--- src/rtl/arb_pkg.sv ---
// Shared constants, state encoding and helpers for the eight-way round-robin arbiter.
package arb_pkg;

  localparam int N_REQ  = 8;
  localparam int IDX_W  = 3;
  localparam int HOLD_W = 8;

  localparam logic [HOLD_W-1:0] HOLD_SAT = 8'hFF;

  typedef enum logic [1:0] {
    IDLE  = 2'b00,
    GRANT = 2'b01,
    GAP   = 2'b10
  } arb_state_e;

  // Index of the lowest set bit; zero when the vector is empty (caller qualifies with |v).
  function automatic logic [IDX_W-1:0] first_set(input logic [N_REQ-1:0] v);
    logic [IDX_W-1:0] idx;
    idx = '0;
    for (int i = N_REQ - 1; i >= 0; i--) begin
      if (v[i]) idx = IDX_W'(i);
    end
    return idx;
  endfunction

endpackage

--- src/rtl/onehot_dec3to8.sv ---
// Combinational 3-to-8 one-hot decoder feeding the registered grant vector.
module onehot_dec3to8
  import arb_pkg::*;
(
  input  logic [IDX_W-1:0] idx,
  output logic [N_REQ-1:0] onehot
);

  always_comb begin
    onehot = '0;
    unique case (idx)
      3'd0: onehot = 8'h01;
      3'd1: onehot = 8'h02;
      3'd2: onehot = 8'h04;
      3'd3: onehot = 8'h08;
      3'd4: onehot = 8'h10;
      3'd5: onehot = 8'h20;
      3'd6: onehot = 8'h40;
      3'd7: onehot = 8'h80;
      default: onehot = '0;
    endcase
  end

endmodule

--- src/rtl/rr_arbiter_8.sv ---
// Eight-requester round-robin arbiter with a one-cycle turnaround gap and an optional hold limit.
module rr_arbiter_8
  import arb_pkg::*;
#(
  parameter int MAX_HOLD = 16
) (
  input  logic             clk,
  input  logic             rst_n,
  input  logic             en,
  input  logic [N_REQ-1:0] req,
  output logic [N_REQ-1:0] gnt,
  output logic [IDX_W-1:0] gnt_idx,
  output logic             gnt_valid,
  output logic             preempt
);

  localparam logic [HOLD_W-1:0] HOLD_LIM = HOLD_W'(MAX_HOLD);
  localparam bit HOLD_UNLIMITED = (MAX_HOLD == 0);

  arb_state_e state_q, state_d;
  logic [IDX_W-1:0]  ptr_q, ptr_d;
  logic [N_REQ-1:0]  gnt_q, gnt_d;
  logic [IDX_W-1:0]  gnt_idx_q, gnt_idx_d;
  logic              gnt_valid_q, gnt_valid_d;
  logic              preempt_q, preempt_d;
  logic [HOLD_W-1:0] hold_cnt_q, hold_cnt_d;

  logic [N_REQ-1:0]   req_m;
  logic [2*N_REQ-1:0] req_dbl;
  logic [N_REQ-1:0]   req_rot;
  logic               any_req;
  logic [IDX_W-1:0]   win_idx;
  logic [N_REQ-1:0]   win_onehot;
  logic               owner_req;

  // Rotate so the client at ptr lands in bit 0, priority-encode, then rotate the index back.
  always_comb begin
    req_m   = en ? req : '0;
    req_dbl = {req_m, req_m} >> ptr_q;
    req_rot = req_dbl[N_REQ-1:0];
    any_req = |req_m;
    win_idx = first_set(req_rot) + ptr_q;
  end

  assign owner_req = req[gnt_idx_q];

  onehot_dec3to8 u_dec (
    .idx    (win_idx),
    .onehot (win_onehot)
  );

  always_comb begin
    state_d     = state_q;
    ptr_d       = ptr_q;
    gnt_d       = gnt_q;
    gnt_idx_d   = gnt_idx_q;
    gnt_valid_d = gnt_valid_q;
    hold_cnt_d  = hold_cnt_q;
    preempt_d   = 1'b0;

    unique case (state_q)
      IDLE, GAP: begin
        if (any_req) begin
          state_d     = GRANT;
          gnt_d       = win_onehot;
          gnt_idx_d   = win_idx;
          gnt_valid_d = 1'b1;
          hold_cnt_d  = 8'd1;
        end else begin
          state_d     = IDLE;
          gnt_d       = '0;
          gnt_valid_d = 1'b0;
        end
      end

      GRANT: begin
        // A voluntary release wins over a limit hit in the same cycle, so preempt stays low.
        if (!owner_req) begin
          state_d     = GAP;
          gnt_d       = '0;
          gnt_valid_d = 1'b0;
          ptr_d       = gnt_idx_q + 3'd1;
        end else if (!HOLD_UNLIMITED && (hold_cnt_q == HOLD_LIM)) begin
          state_d     = GAP;
          gnt_d       = '0;
          gnt_valid_d = 1'b0;
          ptr_d       = gnt_idx_q + 3'd1;
          preempt_d   = 1'b1;
        end else if (hold_cnt_q != HOLD_SAT) begin
          hold_cnt_d  = hold_cnt_q + 8'd1;
        end
      end

      default: begin
        state_d     = IDLE;
        gnt_d       = '0;
        gnt_valid_d = 1'b0;
      end
    endcase
  end

  always_ff @(posedge clk or negedge rst_n) begin
    if (!rst_n) begin
      state_q     <= IDLE;
      ptr_q       <= '0;
      gnt_q       <= '0;
      gnt_idx_q   <= '0;
      gnt_valid_q <= 1'b0;
      preempt_q   <= 1'b0;
      hold_cnt_q  <= '0;
    end else begin
      state_q     <= state_d;
      ptr_q       <= ptr_d;
      gnt_q       <= gnt_d;
      gnt_idx_q   <= gnt_idx_d;
      gnt_valid_q <= gnt_valid_d;
      preempt_q   <= preempt_d;
      hold_cnt_q  <= hold_cnt_d;
    end
  end

  assign gnt       = gnt_q;
  assign gnt_idx   = gnt_idx_q;
  assign gnt_valid = gnt_valid_q;
  assign preempt   = preempt_q;

endmodule

--- config.mk ---
export PLATFORM = sky130hd
export DESIGN_NAME = rr_arbiter_8
export DESIGN_NICKNAME = d
export VERILOG_FILES = /design/src/rtl/arb_pkg.sv /design/src/rtl/onehot_dec3to8.sv /design/src/rtl/rr_arbiter_8.sv
export SDC_FILE = /design/constraint.sdc
export NUM_CORES = 1
export LEC_CHECK = 0
export BUFFER_PORTS_ARGS = -buffer_cell sky130_fd_sc_hd__buf_2
export CORE_MARGIN = 2
export CORE_UTILIZATION = 55
export CTS_BUF_LIST = sky130_fd_sc_hd__clkbuf_4
export DETAILED_ROUTE_END_ITERATION = 7
export PLACE_DENSITY_LB_ADDON = 0.25
export REMOVE_ABC_BUFFERS = 1
export SYNTH_ARGS = -nofsm -noshare
export SYNTH_HDL_FRONTEND = slang
export SYNTH_SLANG_ARGS = --single-unit
--- constraint.sdc ---
create_clock -name clk -period 8.8 [get_ports clk]
set_clock_uncertainty 0.1 [all_clocks]
set_input_delay 0.44 -clock clk [delete_from_list [all_inputs] [get_ports clk]]
set_output_delay 0.44 -clock clk [all_outputs]
set_load 0.03 [all_outputs]
==> results.sh <==
export IMPL_outcome="finished, violations left"
export IMPL_violations="hold timing"
export IMPL_grt_overflow_total=0
export IMPL_dr_pass1_iters=4
export IMPL_nets=213
export IMPL_h_tree_depth=1
export IMPL_core_area_um2=3050
export IMPL_antenna_cells=0
export IMPL_fin_crit_ps=3710
export IMPL_clkTransAtPathRegs_ps=130
export IMPL_worstSetupEndpointType="flip-flop"
export IMPL_cts_root_buf="clkbuf_4"
export IMPL_worstMarginPinSlew_ps=816
export IMPL_cp_required_ps=8930
export IMPL_cp_arrival_ps=3840
export IMPL_netSwitchingPower_uw=346
export IMPL_cts_tree="yes"
export IMPL_share_comb_of_total_power_pct=62.1
export IMPL_die_w_um=60.5
export IMPL_drc_errors=0
export IMPL_numClockSinks=26
export IMPL_antenna_found_initial=0
export IMPL_setup_violations=0
export IMPL_routedWlPerCell_um=15.7
export IMPL_ir_drop_uv=196
export IMPL_ys_async_sr_fraction_pct=100
export IMPL_clk_path_buf_depth=2
export IMPL_nFillCells=278
export IMPL_final_max_slew_viol_count=0
export IMPL_grt_pass1_vias=1309
export IMPL_dieArea_um2=3660
export IMPL_power_density_nw_per_um2=362
export IMPL_wl_um=3760
export IMPL_io_buffers=23
export IMPL_yosys_cell_types_count=49
export IMPL_path_class="flip-flop to flip-flop"
export IMPL_post_cts_buffers=0
export IMPL_finalSetupTns_ps=0
export IMPL_sw_frac_of_total_pct=49.7
export IMPL_hold_viol=26
export IMPL_initial_core_util_pct=57.5
export IMPL_period_share_pct=42.1
export IMPL_syn_area_um2=1750
export IMPL_worst_slack_ps=5090
export IMPL_gp_congestion=0.930
export IMPL_clkPwrFrac_pct=7.4
export IMPL_syn_inst=175
export IMPL_ys_flop_type="dfrtp_1"
export IMPL_ys_warn_count=0
export IMPL_ys_seq_area_share_pct=37.1
export IMPL_power_static_leakage_uw=0.000884
export IMPL_path_max_fanout=15
export IMPL_syn_area_per_cell_um2=10.0
export IMPL_max_cap_violations=0
export IMPL_drt_iter0_drc=132
export IMPL_grt_pass1_wl_um=6220
export IMPL_avgViaCountPerCell=6.10
export IMPL_ios=24
export IMPL_area_growth_pct=9.42
export IMPL_final_cell_mix="dfrtp_1, nand2_1, buf_2"
export IMPL_placedCellCount=236
export IMPL_place_ws_ps=5110
export IMPL_fin_hold_ws_ps=-23.5
export IMPL_final_common_cell="dfrtp_1"
export IMPL_num_vias=1465
export IMPL_rsz0062_at_grt="false"
export IMPL_synth_edff_count=0
export IMPL_clk_latency_ps=320
export IMPL_hold_buffers=0
export IMPL_grt_use_total_pct=22.9
export IMPL_cts_buffers=3
export IMPL_reg2reg_slack_ps=5090
export IMPL_layout_drive_gt1_share_pct=20.9
export IMPL_relSlewSlack_pct=45.3
export IMPL_internal_power_uw=350
export IMPL_final_antenna_net_count=0
export IMPL_core_rowCount=20
export IMPL_fmax_mhz=270
export IMPL_hpwlAfterDp_um=2800
export IMPL_power_frac_seq_pct=30.5
export IMPL_grt_max_degree=27
export IMPL_cp_start_kind="flip-flop"
export IMPL_dieHeight_um=60.5
export IMPL_hold_path_class="input port to async pin"
export IMPL_synth_seq_cells=26
export IMPL_finalNonFillerCells=240
export IMPL_post_cts_resized=0
[final timing paths]
kind	startpoint	end	cells past startpoint
max in group asynchronous	rst_n	hold_cnt_q[7]	1
setup / recovery	ptr_q[0]	gnt[0]	11
min in group clk	gnt_valid	gnt_valid	2
setup reg to reg	ptr_q[0]	gnt[0]	11
hold reg to reg	gnt_valid	gnt_valid	2
hold / removal	rst_n	gnt_idx[2]	1
[layout make-up]
type	instances	area [µm²]	area share [%]
inverter	6	22.5	1.17
clock buffer	3	22.5	1.17
timing repair buffer	24	123	6.39
sequential	26	651	33.9
multi-input combinational	136	1040	54.3
tap	44	55.1	2.87
clock inverter	1	3.75	0.196
[power by group through the flow]
stage,Sequential (µW),Clock (µW),Combinational [µW]
6_report,212,51.6,432
2_1_floorplan,252,0,289
5_1_grt,220,60.1,472
3_5_place_dp,215,0,428
4_1_cts,213,51.9,430
3_3_place_gp,213,0,417
[flip-flops by register name, indices dropped and copies added (netlist names)]
| signal | flops |
|---|---|
| gnt | 8 |
| gnt_idx | 3 |
| gnt_valid | 1 |
| hold_cnt_q | 8 |
| preempt | 1 |
| ptr_q | 3 |
| state_q | 2 |
[cell families (layout without fill, tap and decap cells)]
family	count (synthesis)	in the layout	share of synthesized area (%)
muxes	14	14	14.1
AOI/OAI and AO/OA	48	48	19.6
adders and majority gates	5	5	3.99
xor gates and xnor gates	5	5	3.57
and+or+nand+nor	64	64	18.1
buffers and inverters	13	34	3.49
DFF	26	26	37.1
[metal layers]
| layer | global-route usage [%] | up-vias | share of wire, % |
|---|---|---|---|
| met5 | 0 | - | 0 |
| met4 | 6.52 | 0 | 0.61 |
| met3 | 3.84 | 4 | 5.2 |
| met2 | 34.5 | 39 | 47 |
| met1 | 34.4 | 716 | 47 |
| li1 | - | 706 | - |
[cell usage after synthesis (all sizes together), types with 3 or more instances]
cell / number / area, µm²
a211o: 3 / 26.3
a21oi: 13 / 68.8
a22o: 3 / 26.3
and3: 6 / 37.5
buf: 4 / 27.5
clkbuf: 3 / 11.3
dfrtp: 26 / 651
ha: 4 / 50.1
inv: 6 / 22.5
mux2i: 6 / 60.1
mux4: 8 / 188
nand2: 24 / 90.1
nand2b: 3 / 18.8
nand3: 7 / 35.0
nor2: 11 / 41.3
o21ai: 11 / 55.1
o221ai: 3 / 26.3
o31ai: 4 / 30.0
xnor2: 3 / 45.1
[critical path: stages, from the launching register on]
cell	delay, ps
dfrtp_1	770
mux4_1	730
a32o_1	310
a221o_1	320
nand3_1	70
a21boi_0	90
ha_1	190
inv_1	60
fa_1	170
xor2_1	340
xnor2_4	170
a32o_2	290
[metrics by stage]
step                utilization, %  cell area [µm²]  power (µW)
floorplan                        -             1720         541
global placement              62.0             1890         630
finish                        62.9             1920         696
CTS                           62.9             1920         695
detailed placement            62.0             1890         643
global route                  62.9             1920         752
(Power assumes the default switching activity.)
